[config.mk]
export PLATFORM = sky130hd
export DESIGN_NAME = pairwise_match_pipe
export DESIGN_NICKNAME = d
export VERILOG_FILES = /design/src/rtl/pairwise_match_pipe.sv
export SDC_FILE = /design/constraint.sdc
export NUM_CORES = 1
export LEC_CHECK = 0
export ABC_AREA = 0
export BUFFER_PORTS_ARGS = -buffer_cell sky130_fd_sc_hd__buf_2
export CORE_MARGIN = 3
export CORE_UTILIZATION = 46
export CTS_BUF_LIST = sky130_fd_sc_hd__clkbuf_4 sky130_fd_sc_hd__clkbuf_8 sky130_fd_sc_hd__clkbuf_16
export DETAILED_ROUTE_END_ITERATION = 16
export GPL_TIMING_DRIVEN = 0
export HOLD_SLACK_MARGIN = 0.03
export PLACE_DENSITY = 0.76
export RECOVER_POWER = 100
export REMOVE_ABC_BUFFERS = 1
export SLEW_MARGIN = 20
export SYNTH_ARGS = -nofsm -noshare
export SYNTH_HDL_FRONTEND = slang
export SYNTH_SLANG_ARGS = --single-unit
[constraint.sdc]
create_clock -name clk -period 1.9 [get_ports clk]
set_input_delay 0.19 -clock clk [delete_from_list [all_inputs] [get_ports clk]]
set_output_delay 0.19 -clock clk [all_outputs]
set_load 0.02 [all_outputs]
[src/rtl/pairwise_match_pipe.sv]
// Single-stage valid/ready pipeline computing the pairwise channel-equality matrix,
// the per-channel agreement counts, a unanimity flag and a saturating unanimous-sample count.
module pairwise_match_pipe #(
  parameter int unsigned N  = 5,
  parameter int unsigned W  = 1,
  parameter int unsigned CW = 8
) (
  input  logic                          clk,
  input  logic                          areset_n,
  input  logic                          in_valid,
  output logic                          in_ready,
  input  logic [N*W-1:0]                in_data,
  output logic                          out_valid,
  input  logic                          out_ready,
  output logic [N*N-1:0]                out_match,
  output logic [N*$clog2(N)-1:0]        out_agree,
  output logic                          out_unanimous,
  output logic [CW-1:0]                 all_eq_cnt,
  input  logic                          clr
);

  localparam int unsigned AW   = $clog2(N);
  localparam int unsigned CNTW = AW + 1;
  localparam logic [CW-1:0] CNT_MAX = '1;

  logic [N*N-1:0]  match_c;
  logic [N*AW-1:0] agree_c;
  logic [CNTW-1:0] row_cnt_c [N];
  logic            unanimous_c;
  logic            transfer_c;

  assign in_ready   = !out_valid || out_ready;
  assign transfer_c = in_valid && in_ready;

  // Row i, column j of the matrix sits at bit (N*N-1)-(i*N+j); channel 0 is the MSB slice.
  always_comb begin
    match_c = '0;
    for (int i = 0; i < N; i++) begin
      for (int j = 0; j < N; j++) begin
        match_c[N*N-1-(i*N+j)] = (in_data[(N-i)*W-1 -: W] == in_data[(N-j)*W-1 -: W]);
      end
    end
  end

  // Row popcount needs one extra bit (it reaches N); the self-match is removed afterwards.
  always_comb begin
    agree_c = '0;
    for (int i = 0; i < N; i++) begin
      row_cnt_c[i] = '0;
      for (int j = 0; j < N; j++) begin
        row_cnt_c[i] = row_cnt_c[i] + CNTW'(match_c[N*N-1-(i*N+j)]);
      end
      agree_c[(N-i)*AW-1 -: AW] = AW'(row_cnt_c[i] - CNTW'(1));
    end
  end

  assign unanimous_c = &match_c;

  always_ff @(posedge clk or negedge areset_n) begin
    if (!areset_n) begin
      out_valid     <= 1'b0;
      out_match     <= '0;
      out_agree     <= '0;
      out_unanimous <= 1'b0;
    end else if (transfer_c) begin
      out_valid     <= 1'b1;
      out_match     <= match_c;
      out_agree     <= agree_c;
      out_unanimous <= unanimous_c;
    end else if (out_ready) begin
      out_valid     <= 1'b0;
    end
  end

  // Clear wins over a simultaneous unanimous transfer; the count sticks at its maximum.
  always_ff @(posedge clk or negedge areset_n) begin
    if (!areset_n) begin
      all_eq_cnt <= '0;
    end else if (clr) begin
      all_eq_cnt <= '0;
    end else if (transfer_c && unanimous_c && (all_eq_cnt != CNT_MAX)) begin
      all_eq_cnt <= all_eq_cnt + CW'(1);
    end
  end

endmodule

==> impl_metrics.toml, run 1 <==
[final_layout]
diodes = 0
drive_gt1_share_pct = 34.4
fin_nets = 244
syn_to_final_growth_pct = 18.2
fin_util_pct = 57.8
final_cell_count_no_fill = 268

[timing]
worst_slew_pin_slew_ns = 0.800
skew_ns = 0.00571
tns_ns = 0
final.min_clock_period_ns = 1.85
hold_viol = 0
rsz0062_at_grt = "yes"
setup_viol = 0
fin_crit_sh_pct = 97.4
relSlewSlack_pct = 46.7
max_freq_mhz = 541
report.final.slew_viol_count = 0

[grt]
overflow = 0
met1_usage_pct = 19.5
top_usage_layer = "met2"
grt_pass1_wl_mm = 6.22
grt.total_usage_pct = 15.4
antenna_found_initial = 0
groute.layer.met3.usage_pct = 3.74
grt_max_degree = 37
met2_usage_pct = 24.3
grt_pass1_vias = 1313

[min_path]
whs_path_depth = 2
hp-start = "in_valid"
whs_endpoint = "out_valid"
hold_class = "primary input to flop"

[place]
portBuffers = 60
hpwlAfterDp_mm = 2.68
post-place-cells = 255
globalplace.congestion = 0.691

[floorplanning]
die_area_um2 = 5200
io_pins = 61
start_util_pct = 48.9
die_w_um = 72.1
die_y_um = 72.1
coreArea_um2 = 4120
core.rowCount = 23

[setup_path]
arrival_ns = 2.02
crit_type = "flop to flop"
critPathMaxFanout = 5
r2r_setup_slack_ns = 0.05
ff2ff_path_depth = 6
r2r_start = "all_eq_cnt[1]"
critPathLaunchType = "flop"
critPathRequiredTime_ns = 2.07
rr_endpoint = "all_eq_cnt[5]"
endpoint_kind = "flop"
cp-startpoint = "all_eq_cnt[1]"

[synthesis]
yosysWarnings = 0
ys_seq_area_share_pct = 44.8
synth_cells = 168
ys_types = 32
synthFlopType = "dfrtp_1"
syn_area_um2 = 2010
ys_seq_elements = 36
synth_edf_count = 0
synthArstFlopShare_pct = 100
syn_area_per_cell_um2 = 12.0

[detailed_routing]
vias = 1354
routed_wl_mm = 3.85
drc = 0
wl_per_cell_um = 14.4
firstDrtPassIters = 4
drtIter0Drc = 49
final_antenna_net_count = 0
viasPerCell = 5.05

[clocking]
cts_max_level = 2
cts_buffers = 5
cts-root-buf = "clkbuf_8"
clk_pin_slew_ns = 0.08
clock_tree.buffer_depth = 2
cts.sinks = 36
cts_tree = "done"
clkLatencyLatePin_ns = 0.28

[job]
maxCapViolations = 0

[run_status]
status = "completed"

[power]
p_leak_nw = 1.10
power_density_nw_per_um2 = 971
ir_drop_v = 0.000320
-- worst max-delay path, stage by stage, from the launching register on --
cell and delay [ns]:
dfrtp_1 0.44, ha_4 0.19, and3_1 0.16, and3_4 0.20, nor4_4 0.32, nand3_2 0.12
mux2_4 0.31
-- cells in the final DEF (no fill, tap or decap), types with 3 or more instances in the layout --
master,netlist,routed
ha_1,15,14
buf_4,15,4
nand3_1,4,4
xnor2_1,12,11
xor2_1,4,3
clkbuf_8,0,6
nand2_1,5,4
inv_1,7,7
mux2_2,22,22
buf_2,5,28
o21ai_0,4,4
clkbuf_1,1,30
and3_1,4,3
nor4_1,3,3
dfrtp_1,36,36
nor2_1,7,7
nand2b_1,3,3
-- where the power goes --
part / switching, mW / internal [mW] / leakage, nW / total [mW]
registers: 0.0790 / 0.914 / 0.449 / 0.993
clock network: 0.273 / 0.289 / 0.0510 / 0.563
logic: 0.483 / 0.271 / 0.604 / 0.754
-- stage by stage --
stage	setup WS (ns)	instance area [um^2]	hold WS [ns]	total power [mW]
2_1_floorplan	-0.488	1860	-0.106	1.50
3_3_place_gp	-0.552	2220	0.334	1.78
3_5_place_dp	-0.387	2220	0.323	1.80
4_1_cts	0.00548	2360	0.144	2.38
5_1_grt	-0.0308	2380	0.191	2.45
6_report	0.0501	2380	0.188	2.31
-- how the worst max path moves through the flow --
stage          cells past startpoint       endpoint
2_1_floorplan                      5  all_eq_cnt[5]
3_3_place_gp                       5  all_eq_cnt[5]
3_5_place_dp                       9  all_eq_cnt[5]
4_1_cts                            6  all_eq_cnt[5]
5_1_grt                            6  all_eq_cnt[5]
6_report                           6  all_eq_cnt[5]
-- synth_stat cells (5+ instances only) --
| cell | n | share of area, % |
|---|---|---|
| buf_2 | 5 | 1.2 |
| buf_4 | 15 | 5.6 |
| dfrtp_1 | 36 | 45 |
| ha_1 | 15 | 9.3 |
| inv_1 | 7 | 1.3 |
| mux2_2 | 22 | 12 |
| nand2_1 | 5 | 0.93 |
| nor2_1 | 7 | 1.3 |
| xnor2_1 | 12 | 5.2 |
-- repair_timing --
| action | 4_1_cts | 5_1_grt |
|---|---|---|
| setup endpoints to repair | 3 | 5 |
| pin swaps | 1 | 2 |
| hold endpoints to repair | 36 | 0 |
| setup buffers | 1 | 3 |
| gates cloned | 0 | 0 |
| hold buffers | 1 | 0 |
| resized for setup | 5 | 6 |
-- area by class of cell --
cell class / instances / area (um^2)
multi-input cells: 102 / 988
repair buffers: 65 / 308
well taps: 50 / 62.6
flip-flops and latches: 36 / 901
clock buffers: 6 / 82.6
fillers: 380 / 1740
clock inverters: 2 / 10.0
inverters: 7 / 26.3
-- flip-flops by register name, summed over array words and instances, names as in the netlist --
name / count
out_unanimous: 1
out_agree: 15
all_eq_cnt: 8
out_valid: 1
out_match: 11
-- routing by layer --
| layer | vias up | wire, um |
|---|---|---|
| li1 | 652 | - |
| met1 | 658 | 1690 |
| met3 | 6 | 235 |
| met4 | 0 | 69 |
| met5 | - | 0 |
| met2 | 38 | 1860 |
-- logic make-up after synthesis --
kind of cell / after synthesis / synth area share, %
muxes: 24 / 13.6
buffers and inverters: 30 / 9.08
and+or+nand+nor: 36 / 11.1
adders and majority gates: 17 / 11.3
DFF: 36 / 44.8
xor gates and xnor gates: 16 / 6.96
AOI/OAI and AO/OA: 9 / 3.17
Power figures use the tool's default switching activity.
==> run 2, diff against run 1 <==
Settings changed: ABC_AREA 0 to 1, CORE_UTILIZATION 46 to 47.
==> impl_metrics.toml, run 2 <==
[grt]
met1_usage_pct = 19.9
grt_pass1_vias = 1632
grt_max_degree = 37
overflow = 0
antenna_found_initial = 0
grt_pass1_wl_mm = 7.09
met2_usage_pct = 28.9
top_usage_layer = "met2"
grt.total_usage_pct = 16.8
groute.layer.met3.usage_pct = 4.86

[floorplanning]
die_y_um = 74.0
start_util_pct = 49.3
io_pins = 61
core.rowCount = 24
die_w_um = 74.0
die_area_um2 = 5480
coreArea_um2 = 4410

[timing]
report.final.slew_viol_count = 0
skew_ns = 0.00509
rsz0062_at_grt = "no"
max_freq_mhz = 611
final.min_clock_period_ns = 1.64
worst_slew_pin_slew_ns = 0.930
relSlewSlack_pct = 38.0
tns_ns = 0
hold_viol = 0
setup_viol = 0
fin_crit_sh_pct = 86.1
fin_ws_ns = 0.265

[place]
hpwlAfterDp_mm = 2.98
portBuffers = 60
post-place-cells = 354
dpl-instance-area_um2 = 2380
globalplace.congestion = 0.780
dp_slack_ns = -0.141

[job]
maxCapViolations = 0

[min_path]
hold_class = "primary input to flop"
whs_endpoint = "out_valid"
whs_path_depth = 3
hp-start = "in_valid"

[setup_path]
crit_type = "primary input to flop"
critPathLaunchType = "primary input"
r2r_setup_slack_ns = 0.35
max_stage_delay_ns = 0.48
critPathMaxFanout = 6
r2r_start = "out_valid"
arrival_ns = 1.82
cp_slowest_cell = "fa_1"
rr_endpoint = "out_match[10]"
ff2ff_path_depth = 4
critPathRequiredTime_ns = 2.08
path_cells = "clkbuf_2 -> xor2_2 -> inv_1 -> fa_1 -> ha_1 -> ha_1 -> nand2_1 -> nand2_1"
endpoint_kind = "flop"

[clocking]
cts_buffers = 5
cts-root-buf = "clkbuf_8"
cts.sinks = 36
clock_tree.buffer_depth = 2
clk_pin_slew_ns = 0.07
cts_tree = "done"
cts_max_level = 2
clkLatencyLatePin_ns = 0.29
cts_setup_buffers = 0

[final_layout]
layout.cell_area.non_filler_um2 = 2470
fin_nets = 338
drive_gt1_share_pct = 11.5
regMostFlops = "out_agree"
final_common_cell = "nand2_1"
final_cell_count_no_fill = 364
top_regs = "out_agree: 15 flops, out_match: 11 flops, all_eq_cnt: 8 flops"
diodes = 0
multiInputGateArea_um2 = 1010
largest_reg_flops = 15
final_cell_mix = "nand2_1, clkbuf_1, dfrtp_1"
regArea_um2 = 901
syn_to_final_growth_pct = 13.4
fillers = 439

[synthesis]
synth_area_leaders = "dfrtp_1, nand2_1, ha_1"
synth_top_cell_area_share_pct = 41.4
synth_cells = 267
ys_seq_elements = 36
synth_most_common_cell = "nand2_1"
synth_commonest_cells = "nand2_1, dfrtp_1, inv_1"
synthFlopType = "dfrtp_1"
syn_area_per_cell_um2 = 8.14
synthArstFlopShare_pct = 100
syn_area_um2 = 2170
ys_types = 24
ys_seq_area_share_pct = 41.4
yosysWarnings = 0
synth_edf_count = 0
yosys.area.top_type = "dfrtp_1"

[power]
power_density_nw_per_um2 = 931
ir_drop_v = 0.000395
p_leak_nw = 1.34
power_mw = 2.30

[detailed_routing]
routed_wl_mm = 4.24
firstDrtPassIters = 4
wl_per_cell_um = 11.6
final_antenna_net_count = 0
vias = 1758
drtIter0Drc = 74
viasPerCell = 4.83
drc = 0

[run_status]
status = "completed"
[run 2: metrics by stage]
| step | util (%) | hold WS, ns |
|---|---|---|
| finish | 55.9 | 0.160 |
| global route | 55.9 | 0.164 |
| CTS | 57.0 | 0.119 |
| detailed placement | 53.9 | 0.323 |
| global placement | 53.9 | 0.318 |
| floorplan | - | -0.106 |
[run 2: what timing repair did]
item | CTS | global route
resized for setup | 0 | 1
hold buffers | 1 | 0
endpoints found under the setup margin | 0 | 6
hold endpoints to repair | 36 | 0
[run 2: how the worst max path moves through the flow]
stage	startpoint	endpoint	slack [ns]	depth (start not counted)
floorplan	in_data[1]	out_agree[4]	0.22	7
global placement	in_data[0]	out_agree[4]	-0.15	8
detailed placement	in_data[0]	out_agree[4]	-0.14	8
CTS	out_valid	out_match[10]	0.14	4
global route	in_data[0]	out_agree[4]	0.12	8
finish	in_data[0]	out_agree[4]	0.26	8
[run 2: layer usage]
metal	vias up	share of wire, %	routed length (um)
met5	-	0	0
met4	0	1.5	65
met3	7	6.9	292
met2	50	47	1980
met1	811	45	1900
li1	890	-	-
[run 2: power by group]
group	switching [mW]	internal, mW	total, mW
Sequential	0.0642	0.876	0.940
Combinational	0.440	0.177	0.617
Clock	0.276	0.463	0.739
Total	0.781	1.52	2.30
[run 2: logic make-up (layout without fill, tap and decap cells)]
kind of cell	Yosys count	count (layout)	synth area share (%)
xor+xnor	11	11	4.43
flops	36	36	41.4
buf+inv	55	99	12.5
fa+ha+maj	17	17	10.5
compound gates	6	7	2.01
simple gates	142	142	29.2
[run 2: worst max-delay path, delay by kind of cell]
family	cells	cell delay, ns
buffers and inverters	2	0.33
and+or+nand+nor	2	0.12
adders and majority gates	3	0.94
xor gates and xnor gates	1	0.24
[run 2: layout make-up]
type,instances,area share [%]
multi-input cells,177,41.1
flip-flops and latches,36,36.5
repair buffers,61,9.99
inverters,30,4.57
clock buffers,7,3.91
well taps,52,2.64
clock inverters,1,1.22
==> run 3, diff against run 2 <==
Settings changed: ABC_AREA 1 to unset, CORE_UTILIZATION 47 to 46, REMOVE_ABC_BUFFERS 1 to unset.
==> impl_metrics.toml, run 3 (synthesized netlist as in run 1, its figures left out) <==
[clocking]
cts_tree = "done"
clock_tree.buffer_depth = 2
clk_pin_slew_ns = 0.07
cts.sinks = 36
cts-root-buf = "clkbuf_8"
cts_max_level = 2
clkLatencyLatePin_ns = 0.28
cts_setup_buffers = 0
cts_buffers = 5

[min_path]
hold_class = "primary input to flop"

[final_layout]
drive_gt1_share_pct = 28.7
regMostFlops = "out_agree"
top_regs = "out_agree: 15 flops, out_match: 11 flops, all_eq_cnt: 8 flops"
fillers = 383
final_cell_mix = "clkbuf_1, dfrtp_1, mux2_2"
fin_util_pct = 59.2
final_common_cell = "clkbuf_1"
diodes = 0
syn_to_final_growth_pct = 21.0
largest_reg_flops = 15
fin_nets = 257
layout.cell_area.non_filler_um2 = 2430

[setup_path]
critPathCapture = "all_eq_cnt[5]"
arrival_ns = 1.96
max_stage_delay_ns = 0.42
cp-startpoint = "all_eq_cnt[0]"
r2r_start = "all_eq_cnt[0]"
critPathMaxFanout = 5
cp.depth = 6
critPathRequiredTime_ns = 2.07
path_cells = "ha_2 -> and3_1 -> and3_4 -> nor4_4 -> nand3_2 -> mux2_4"
endpoint_kind = "flop"
critPathLaunchType = "flop"
rr_endpoint = "all_eq_cnt[5]"
crit_type = "flop to flop"
cp_slowest_cell = "dfrtp_1"
r2r_setup_slack_ns = 0.11
critPathBufInv = 0
ff2ff_path_depth = 6
cp_top_family = "simple AND/OR/NAND/NOR gates"

[timing]
max_freq_mhz = 558
hold_viol = 0
worst_slew_pin_slew_ns = 0.880
setup_viol = 0
relSlewSlack_pct = 41.4
rsz0062_at_grt = "no"
fin_crit_sh_pct = 94.2
whs_ns = 0.116
report.final.slew_viol_count = 0
final.min_clock_period_ns = 1.79
skew_ns = 0.00214
tns_ns = 0

[grt]
grt.total_usage_pct = 15.4
grt_pass1_vias = 1316
overflow = 0
antenna_found_initial = 0
grt_max_degree = 37
grt_pass1_wl_mm = 6.27

[detailed_routing]
drc = 0
wl_per_cell_um = 13.2
final_antenna_net_count = 0
drtIter0Drc = 69
routed_wl_mm = 3.70
vias = 1378
viasPerCell = 4.92
firstDrtPassIters = 4

[floorplanning]
die_w_um = 72.1
coreArea_um2 = 4120
die_y_um = 72.1
start_util_pct = 48.9
die_area_um2 = 5200
core.rowCount = 23
io_pins = 61

[job]
maxCapViolations = 0

[power]
combPwrFrac_pct = 33.7
swShare_pct = 34.8
p_int_mw = 1.55
p_leak_nw = 1.09
seqPwrFrac_pct = 42.1
pwr-share-clk_pct = 24.2
ir_drop_v = 0.000609
power_density_nw_per_um2 = 975
netSwitchingPower_mw = 0.826

[place]
portBuffers = 54
globalplace.congestion = 0.804
dpl-instance-area_um2 = 2370
hpwlAfterDp_mm = 2.83

[run_status]
status = "completed"

[synthesis]
syn-num-nets = 195
## run 3: area by class of cell
cell class | count | area (um^2) | area share (%)
inverters | 7 | 26.3 | 1.08
flip-flops and latches | 36 | 901 | 37.0
clock buffers | 7 | 96.3 | 3.96
repair buffers | 55 | 219 | 8.99
multi-input cells | 102 | 970 | 39.8
well taps | 50 | 62.6 | 2.57
plain buffers | 23 | 160 | 6.58
## run 3: worst min path at each step
stage	start	endpoint	slack, ns	cells after the start
after floorplan	areset_n	all_eq_cnt[0]	-0.11	0
after global placement	areset_n	all_eq_cnt[3]	0.32	1
after detailed placement	areset_n	all_eq_cnt[3]	0.32	1
after CTS	in_valid	out_valid	0.11	2
after global routing	in_valid	out_valid	0.11	2
final	in_valid	out_valid	0.12	2
## run 3: through the flow
step / cells / setup slack [ns] / total power, mW
after floorplan: 168 / 0.0166 / 1.59
after global placement: 272 / -0.126 / 1.85
after detailed placement: 272 / -0.152 / 1.87
after CTS: 280 / 0.00803 / 2.47
after global routing: 280 / 0.0198 / 2.53
final: 280 / 0.109 / 2.37
## run 3: worst register-to-register path, cell delays in order (launching register included)
cell and delay [ns]:
dfrtp_1 0.42, ha_2 0.22, and3_1 0.16, and3_4 0.20, nor4_4 0.26, nand3_2 0.12, mux2_4 0.30
## run 3: power groups by stage
stage | registers (mW) | logic (mW) | clock network [mW]
2_1_floorplan | 1.19 | 0.396 | 0
3_3_place_gp | 1.01 | 0.844 | 0
3_5_place_dp | 1.01 | 0.862 | 0
4_1_cts | 0.998 | 0.872 | 0.597
5_1_grt | 1.02 | 0.882 | 0.631
6_report | 0.998 | 0.801 | 0.575
## run 3: layer usage
metal	wire, um	vias to the layer above	global-route usage, %
met3	249	0	5.54
met2	1850	35	24.6
met5	0	-	0
met4	0	0	3.13
li1	-	675	-
met1	1600	668	20.4
## run 3: what timing repair did
action / in CTS / in global routing
hold endpoints to repair: 36 / 0
resized for setup: 0 / 5
hold buffers: 1 / 0
endpoints found under the setup margin: 0 / 4
